===== config.mk =====
export PLATFORM = sky130hd
export DESIGN_NAME = cpu_sequencer
export DESIGN_NICKNAME = d
export VERILOG_FILES = /design/src/rtl/cpu_seq_pkg.sv /design/src/rtl/cpu_seq_wait_timer.sv /design/src/rtl/cpu_sequencer.sv
export SDC_FILE = /design/constraint.sdc
export NUM_CORES = 1
export LEC_CHECK = 0
export CAP_MARGIN = 20
export CORE_ASPECT_RATIO = 1.75
export CORE_MARGIN = 2
export CORE_UTILIZATION = 30
export CTS_CLUSTER_DIAMETER = 60
export DETAILED_ROUTE_END_ITERATION = 10
export GPL_TIMING_DRIVEN = 0
export PLACE_DENSITY = 0.54
export SYNTH_ARGS = -nofsm -noshare
export SYNTH_HDL_FRONTEND = slang
export SYNTH_HIERARCHICAL = 1
export SYNTH_SLANG_ARGS = --single-unit

===== constraint.sdc =====
create_clock -name Clk -period 2.2 [get_ports Clk]
set_input_delay 0.44 -clock Clk [delete_from_list [all_inputs] [get_ports Clk]]
set_output_delay 0.44 -clock Clk [all_outputs]
set_load 0.005 [all_outputs]

===== src/rtl/cpu_seq_pkg.sv =====
`default_nettype none
//============================================================================
// Module   : cpu_seq_pkg
// Purpose  : Shared types and constants for the multi-cycle CPU sequencer.
//            Holds the sequencer state enum, the default PC width and
//            memory latency, the cycle-counter width and the MEM dwell
//            timer width.
// Ports    : none (package)
// Revision : 1.0 - initial release
//============================================================================
package cpu_seq_pkg;

   localparam int c_PC_W_DEFAULT    = 10;
   localparam int c_MEM_LAT_DEFAULT = 1;
   localparam int c_CYCLE_CNT_W     = 16;
   // MEM_LAT is limited to 1..15, so four bits cover the dwell counter.
   localparam int c_WAIT_W          = 4;

   typedef enum logic [2:0] {
      IDLE   = 3'd0,
      FETCH  = 3'd1,
      DECODE = 3'd2,
      EXEC   = 3'd3,
      MEM    = 3'd4,
      WB     = 3'd5,
      HALTED = 3'd6
   } seq_state_t;

endpackage
`default_nettype wire


===== src/rtl/cpu_seq_wait_timer.sv =====
`default_nettype none
//============================================================================
// Module   : cpu_seq_wait_timer
// Purpose  : Loadable down-counter that times the dwell in the MEM state.
//            A load pulse arms it with the latency; o_expire is high in the
//            last dwell cycle (and whenever the counter is idle at zero).
// Ports    : clk      - clock
//            rst      - asynchronous active-high reset, clears the counter
//            i_load   - arm pulse, issued on the cycle before MEM is entered
//            i_lat    - dwell length in cycles (1..15)
//            o_expire - current cycle is the final dwell cycle
// Revision : 1.0 - initial release
//============================================================================
module cpu_seq_wait_timer
   import cpu_seq_pkg::*;
(
   input  logic                clk,
   input  logic                rst,
   input  logic                i_load,
   input  logic [c_WAIT_W-1:0] i_lat,
   output logic                o_expire
);

   localparam logic [c_WAIT_W-1:0] c_ONE = {{(c_WAIT_W-1){1'b0}}, 1'b1};

   logic [c_WAIT_W-1:0] r_count;

   // Loading lat-1 makes the counter reach zero in the lat-th cycle after
   // the load, so expire marks the last dwell cycle. A latency of zero is
   // treated as one.
   always_ff @(posedge clk or posedge rst) begin
      if (rst) begin
         r_count <= '0;
      end else if (i_load) begin
         r_count <= (i_lat == '0) ? '0 : (i_lat - c_ONE);
      end else if (r_count != '0) begin
         r_count <= r_count - c_ONE;
      end
   end

   assign o_expire = (r_count == '0);

endmodule
`default_nettype wire


===== src/rtl/cpu_sequencer.sv =====
`default_nettype none
//============================================================================
// Module   : cpu_sequencer
// Purpose  : Multi-cycle sequencer for the 9-bit-instruction CPU. Owns the
//            program counter and the FETCH/DECODE/EXEC/MEM/WB state machine
//            and turns the decoder flags into state-qualified, single-cycle
//            enables. All outputs are Moore outputs.
// Option   : CPU_SEQ_CYCLE_COUNT_EN - adds the saturating cycle_count output.
// Ports    : Clk, Reset        - clock, asynchronous active-high reset
//            Start             - level, (re)start at PC 0 from IDLE/HALTED
//            dec_*             - decoder flags, latched in DECODE
//            br_taken/target   - branch outcome, sampled in EXEC only
//            pc                - current instruction address
//            ir_we/rf_we/dm_we - IR, register-file, data-memory enables
//            done              - program halted
//            cycle_count       - active cycles of the current run (option)
// Revision : 1.0 - initial release
//============================================================================
module cpu_sequencer
   import cpu_seq_pkg::*;
#(
   parameter int PC_W    = c_PC_W_DEFAULT,
   parameter int MEM_LAT = c_MEM_LAT_DEFAULT
) (
   input  logic                     Clk,
   input  logic                     Reset,
   input  logic                     Start,
   input  logic                     dec_branch,
   input  logic                     dec_mem_to_reg,
   input  logic                     dec_mem_write,
   input  logic                     dec_reg_write,
   input  logic                     dec_halt,
   input  logic                     br_taken,
   input  logic [PC_W-1:0]          br_target,
   output logic [PC_W-1:0]          pc,
   output logic                     ir_we,
   output logic                     rf_we,
   output logic                     dm_we,
`ifdef CPU_SEQ_CYCLE_COUNT_EN
   output logic [c_CYCLE_CNT_W-1:0] cycle_count,
`endif
   output logic                     done
);

   localparam logic [PC_W-1:0]     c_PC_ONE = {{(PC_W-1){1'b0}}, 1'b1};
   localparam logic [c_WAIT_W-1:0] c_LAT    = c_WAIT_W'(MEM_LAT);

   seq_state_t      r_state;
   seq_state_t      w_state_nxt;
   logic [PC_W-1:0] r_pc;
   logic [PC_W-1:0] w_pc_nxt;
   logic            r_branch;
   logic            r_load;
   logic            r_store;
   logic            r_reg_write;
   logic            r_mem_first;
   logic            w_halt;
   logic            w_timer_load;
   logic            w_expire;

   // An unknown Halt flag must not stop the machine: only a solid 1 counts.
   assign w_halt = (dec_halt === 1'b1);

   cpu_seq_wait_timer u_wait_timer (
      .clk      (Clk),
      .rst      (Reset),
      .i_load   (w_timer_load),
      .i_lat    (c_LAT),
      .o_expire (w_expire)
   );

   always_ff @(posedge Clk or posedge Reset) begin
      if (Reset) begin
         r_state     <= IDLE;
         r_pc        <= '0;
         r_mem_first <= 1'b0;
      end else begin
         r_state     <= w_state_nxt;
         r_pc        <= w_pc_nxt;
         // The timer is armed exactly on the EXEC->MEM transition, so this
         // flags the first MEM cycle for the one-shot store enable.
         r_mem_first <= w_timer_load;
      end
   end

   // Decoder flags are captured once per instruction and held until the
   // next DECODE, so the decoder may change freely afterwards.
   always_ff @(posedge Clk or posedge Reset) begin
      if (Reset) begin
         r_branch    <= 1'b0;
         r_load      <= 1'b0;
         r_store     <= 1'b0;
         r_reg_write <= 1'b0;
      end else if (r_state == DECODE) begin
         r_branch    <= dec_branch;
         r_load      <= dec_mem_to_reg;
         r_store     <= dec_mem_write;
         r_reg_write <= dec_reg_write;
      end
   end

   always_comb begin
      w_state_nxt  = r_state;
      w_pc_nxt     = r_pc;
      w_timer_load = 1'b0;
      ir_we        = 1'b0;
      rf_we        = 1'b0;
      dm_we        = 1'b0;
      done         = 1'b0;
      case (r_state)
         IDLE: begin
            if (Start) begin
               w_pc_nxt    = '0;
               w_state_nxt = FETCH;
            end
         end
         FETCH: begin
            ir_we       = 1'b1;
            w_state_nxt = DECODE;
         end
         DECODE: begin
            w_state_nxt = w_halt ? HALTED : EXEC;
         end
         EXEC: begin
            if (r_branch) begin
               w_pc_nxt    = br_taken ? br_target : (r_pc + c_PC_ONE);
               w_state_nxt = FETCH;
            end else if (r_load || r_store) begin
               w_timer_load = 1'b1;
               w_state_nxt  = MEM;
            end else begin
               w_state_nxt = WB;
            end
         end
         MEM: begin
            dm_we = r_mem_first & r_store;
            if (w_expire) begin
               // Load+store behaves as a store: no write-back.
               if (r_store) begin
                  w_pc_nxt    = r_pc + c_PC_ONE;
                  w_state_nxt = FETCH;
               end else begin
                  w_state_nxt = WB;
               end
            end
         end
         WB: begin
            rf_we       = r_reg_write;
            w_pc_nxt    = r_pc + c_PC_ONE;
            w_state_nxt = FETCH;
         end
         HALTED: begin
            done = 1'b1;
            if (Start) begin
               w_pc_nxt    = '0;
               w_state_nxt = FETCH;
            end
         end
         default: begin
            w_state_nxt = IDLE;
         end
      endcase
   end

   assign pc = r_pc;

`ifdef CPU_SEQ_CYCLE_COUNT_EN
   localparam logic [c_CYCLE_CNT_W-1:0] c_CNT_ONE = {{(c_CYCLE_CNT_W-1){1'b0}}, 1'b1};

   logic [c_CYCLE_CNT_W-1:0] r_cycle_cnt;

   always_ff @(posedge Clk or posedge Reset) begin
      if (Reset) begin
         r_cycle_cnt <= '0;
      end else if ((r_state == IDLE) || (r_state == HALTED)) begin
         if (Start) begin
            r_cycle_cnt <= '0;
         end
      end else if (r_cycle_cnt != '1) begin
         r_cycle_cnt <= r_cycle_cnt + c_CNT_ONE;
      end
   end

   assign cycle_count = r_cycle_cnt;
`endif

endmodule
`default_nettype wire


# Word level (Yosys, flattened, before mapping)
# Index checks and enable logic that the tools add are counted.
dict set report word_totals {
  reg_bits 22
  latchBits 0
  ram_bits 0
  mem_bits_ro 0
  output_inout_bits 14
  elab_cells 53
  mem_count 0
}
dict set report op_classes {
  add_sub_neg 2
  multipliers 0
  div_mod_pow 0
  magnitude_cmp 0
  n_eq_ne 11
  n_shift 0
  n_mux 22
  bitwise 1
  n_reduce_logical 9
}
# cell count
set op_table {}
lappend op_table {{$mux W10} 5}
lappend op_table {{$pmux W10 S4} 1}
lappend op_table {{$pmux W3 S6} 1}
lappend op_table {{$mux W3} 5}
lappend op_table {{$add A10 B1 Y10 const B} 1}
lappend op_table {{$eq A3 B3 Y1 const B} 3}
lappend op_table {{$mux W1} 8}
lappend op_table {{$mux W4} 2}
lappend op_table {{$reduce_bool A4 Y1} 2}
lappend op_table {{$eq A3 B2 Y1 const B} 2}
lappend op_table {{$reduce_and A5 Y1} 1}
lappend op_table {{$logic_not A4 Y1} 1}
lappend op_table {{$ne A2 B1 Y1 const B} 2}
lappend op_table {{$ne A2 B2 Y1 const B} 2}
lappend op_table {{$sub A4 B1 Y4 const B} 1}
lappend op_table {{$eq A3 B1 Y1 const B} 1}
lappend op_table {{$logic_not A3 Y1} 1}
lappend op_table {{$reduce_and A2 Y1} 1}
lappend op_table {{$reduce_bool A2 Y1} 1}
lappend op_table {{$reduce_or A2 Y1} 1}
lappend op_table {{$and A1 B1 Y1} 1}
lappend op_table {{$eqx A1 B1 Y1 const B} 1}
lappend op_table {{$logic_or A1 B1 Y1} 1}

# Longest topological paths before layout
dict set report logic_depth {
  ltp_word 5
  ltp_mapped 8
  ltp_nobuf 7
}

# By module
# The synthesis kept the hierarchy.
# mod instances cells_each area_per_inst_um2
set by_module_without_submodules {}
lappend by_module_without_submodules {cpu_sequencer 1 139 1237.4}
lappend by_module_without_submodules {cpu_seq_wait_timer 1 29 281.5}

# Worst setup path before layout
# No wires, ideal clock.
dict set report synth_timing {
  path_type {register to register}
  from {register u_wait_timer.r_count[0]}
  to {register r_pc[8] (netlist: pc[8])}
  setup_time_ns 0.087
  t_arrival_ns 1.660
  required_time_ns 2.113
  slack_ns 0.453
  stages_incl_launch_ff 9
  path_buffers 1
  period_less_slack_ns 1.747
  cell_sequence {dfrtp_1 -> inv_1 -> ha_1 -> nor3b_4 -> a21oi_1 -> o211ai_1 -> buf_2 -> o211ai_1 -> a22oi_1}
}
dict set report synth_via {
  elab_chain_len 3
}
# item line_no
set synth_lines {}
lappend synth_lines {{start, declared} cpu_seq_wait_timer.sv:26} ;# logic [c_WAIT_W-1:0] r_count;
lappend synth_lines {{start signal, assigned} cpu_seq_wait_timer.sv:35} ;# r_count <= (i_lat == '0) ? '0 : (i_lat - c_ONE);
lappend synth_lines {{start signal, assigned} cpu_seq_wait_timer.sv:37} ;# r_count <= r_count - c_ONE;
lappend synth_lines {{$logic_not A4 Y1} cpu_seq_wait_timer.sv:41} ;# assign o_expire = (r_count == '0);
lappend synth_lines {{named net w_expire} cpu_sequencer.sv:59} ;# logic w_expire;
lappend synth_lines {{$ne A2 B1 Y1 (no source line)} n/a}
lappend synth_lines {{$reduce_and A5 Y1 (no source line)} n/a}
lappend synth_lines {{end signal, assigned} cpu_sequencer.sv:79} ;# r_pc <= w_pc_nxt;
lappend synth_lines {{end, declared} cpu_sequencer.sv:50} ;# logic [PC_W-1:0] r_pc;
# The timed path passes the listed nets, and every way through them passes these cells.
# A chain may end at the register's enable or synchronous reset.

# Worst setup path after layout
dict set report layout_timing {
  from {register r_state[1]}
  to {output rf_we}
}
dict set report layout_via {
  elab_chain_len 2
}
# item line_no
set layout_lines {}
lappend layout_lines {{start, declared} cpu_sequencer.sv:48} ;# seq_state_t r_state;
lappend layout_lines {{start signal, assigned} cpu_sequencer.sv:78} ;# r_state <= w_state_nxt;
lappend layout_lines {{$eq A3 B3 Y1} cpu_sequencer.sv:110} ;# case (r_state)
lappend layout_lines {{$mux W1} cpu_sequencer.sv:110}
lappend layout_lines {{end, declared} cpu_sequencer.sv:37} ;# output logic rf_we,
# Every way passes these cells.

==> results.yml <==
synthesis:
  yosysWarnings: 6
  yosysUniqueCellTypes: 49
  synthFlopType: "dfrtp_1"
  ys_ff_latch: 22
  yosys.area.top_type: "dfrtp_1"
  synthArstFlopShare: 1.00
  syn-cell-area_um2: 1520
  syn_avg_cell_area_um2: 9.04
  synth_top_area_share: 0.362
  netlist_top_cells_area: "dfrtp_1 36%, a21oi_1 4.0%, o211ai_1 4.0%"
  synthCells: 168
  synth-seq-area-share: 0.362
  synth_edf_count: 0
sta:
  fmax_ghz: 0.480
  final-hold-violation-count: 0
  fin_ws_ps: 115
  worst_slew_pin_slew_ps: 771
  fin_crit_ps: 2090
  final_max_slew_viol_count: 0
  whs_ps: 378
  max_slew_margin: 0.486
  rsz0062_at_grt: "no"
  fin_skew_ps: 6.07
  setup_violations: 0
  fin_crit_sh: 0.948
  tns_ps: 0
layout:
  drive_gt1_frac: 0.0955
  layout_commonest_cell: "clkdlybuf4s50_1"
  fillers: 524
  final_cell_mix: "30 x clkdlybuf4s50_1, 22 x dfrtp_1, 19 x conb_1, 13 x inv_1, 12 x a21oi_1"
  diodes: 0
  syn_to_final_growth_pct: 33.0
  final_core_util: 0.409
  multi_input_area_um2: 936
  nNetsFinal: 243
  regArea_um2: 551
critical_path:
  worstPathRequired_ps: 1760
  crit_fanout: 19
  start_kind: "register"
  r2r_slack_ps: 220
  reg2reg_to: "u_wait_timer/r_count[0]"
  worstPathArrival_ps: 1650
  critPathKind: "reg -> out"
  cp-end-kind: "output pin"
  reg2reg_depth: 5
  r2r-start: "r_state[1]"
die:
  die_area_um2: 5670
  fp.dieH_um: 98.1
  io_pins: 33
  die_w_um: 57.8
  placementRows: 34
  initial_core_util: 0.308
  coreArea_um2: 4930
route:
  wl_per_cell_um: 13.8
  first_pass_iters: 4
  vias: 1433
  ant_nets: 0
  initialDrtViolationCount: 32
  drc: 0
  routed_via_density: 5.23
  totalWireLength_um: 3790
global_routing:
  grt_usage: 0.143
  antenna_found_initial: 0
  overflow: 0
  grt_max_degree: 20
  grt_pass1_vias: 1440
  grt_pass1_wl_um: 6480
cts:
  cts_tree: "done"
  insertion_delay_ps: 260
  cts_buffer_depth: 2
  clk_pin_slew_ps: 80
  cts.sinks: 22
  numCtsBuffers: 3
  htreeDepth: 1
  cts_root_buffer: "clkbuf_8"
power:
  power-per-cell-area_nw_per_um2: 1260
  power_leakage_nw: 0.830
  vdd_ir_drop_max_mv: 0.660
placed_design:
  gp_congestion: 0.795
  dpl.hpwl_um: 2940
  pre_cts_slack_ps: 115
  port_buffers: 32
job:
  max_cap_viol_count: 0
min_path:
  hold_class: "in -> async"
run_status:
  status: "completed"
[cell families (layout without fill, tap and decap cells)]
group | Yosys count | after routing | share of synthesized area
compound gates | 54 | 54 | 0.258
xor+xnor | 2 | 2 | 0.0115
fa+ha+maj | 2 | 2 | 0.0165
buf+inv | 21 | 56 | 0.0675
flops | 22 | 22 | 0.362
mux | 10 | 10 | 0.0708
other cells | 2 | 19 | 0.00494
simple gates | 55 | 55 | 0.208
[Yosys cell counts, types with 2 or more instances]
cell type and instances:
conb_1 2, a2bb2oi_1 3, nand4_1 2, o21bai_1 3, o2bb2ai_1 4, nor3b_1 4, buf_4 3, nor2b_1 4
nor4_1 2, o22ai_1 4, nor3_1 6, ha_1 2, buf_2 4, nand3_1 4, mux2i_1 4, mux2_2 5
xnor2_1 2, nand2_1 10, a32oi_1 2, nand2b_1 3, inv_1 13, o211a_1 2, o211ai_1 8, a21oi_1 12
a22oi_1 7, nor2_1 9, dfrtp_1 22
[through the flow]
| stage | area [µm²] | std cells | power, mW |
|---|---|---|---|
| 3_3_place_gp | 1970 | 271 | 2.29 |
| 5_1_grt | 2020 | 274 | 2.78 |
| 4_1_cts | 2010 | 272 | 2.56 |
| 2_1_floorplan | 1580 | 185 | 1.83 |
| 3_5_place_dp | 1970 | 271 | 2.30 |
| 6_report | 2020 | 274 | 2.55 |
[how the worst max path moves through the flow]
stage | cells after the start | startpoint | slack (ps) | endpoint
after floorplan | 8 | u_wait_timer/r_count[0] | 450 | pc[8]
after global placement | 6 | br_taken | 110 | pc[2]
after detailed placement | 6 | br_taken | 110 | pc[2]
after CTS | 3 | r_state[1] | 90 | rf_we
after global routing | 5 | r_state[1] | 9 | u_wait_timer/r_count[0]
final | 3 | r_state[1] | 110 | rf_we
[critical path, stage by stage, from the launching register on]
cell and delay, ps:
dfrtp_1 410, buf_4 210, and4b_1 260, clkdlybuf4s50_1 490
[power by group]
group	internal [mW]	switching [mW]
clock network	0.122	0.136
logic	0.764	0.740
registers	0.592	0.191
[state kept, by name, summed over array words and instances, names as in the netlist]
register	cells
u_wait_timer/r_count	4
r_state	3
r_mem_first	1
r_load	1
r_reg_write	1
pc	10
r_branch	1
r_store	1
[routing by layer]
metal / share of wire / global-route usage / wire [µm]
met3: 0.038 / 0.0238 / 145
met2: 0.53 / 0.250 / 2020
met4: 0.026 / 0.0787 / 98
met5: 0 / 0 / 0
met1: 0.40 / 0.160 / 1530
[final cells by class]
| class | count | share of cell area |
|---|---|---|
| multi-input combinational | 142 | 0.463 |
| tap | 54 | 0.0334 |
| inverter | 13 | 0.0241 |
| buffer | 6 | 0.0217 |
| sequential | 22 | 0.272 |
| clock buffer | 3 | 0.0204 |
| timing repair buffer | 34 | 0.165 |
[timing repair]
action	in CTS	in global routing
buffers inserted	0	2
gates cloned	0	0
endpoints found under the setup margin	4	4
gates resized for setup	3	0
hold buffers	0	0
hold endpoints to repair	0	0
No activity file was read; power rests on OpenSTA's default activity.
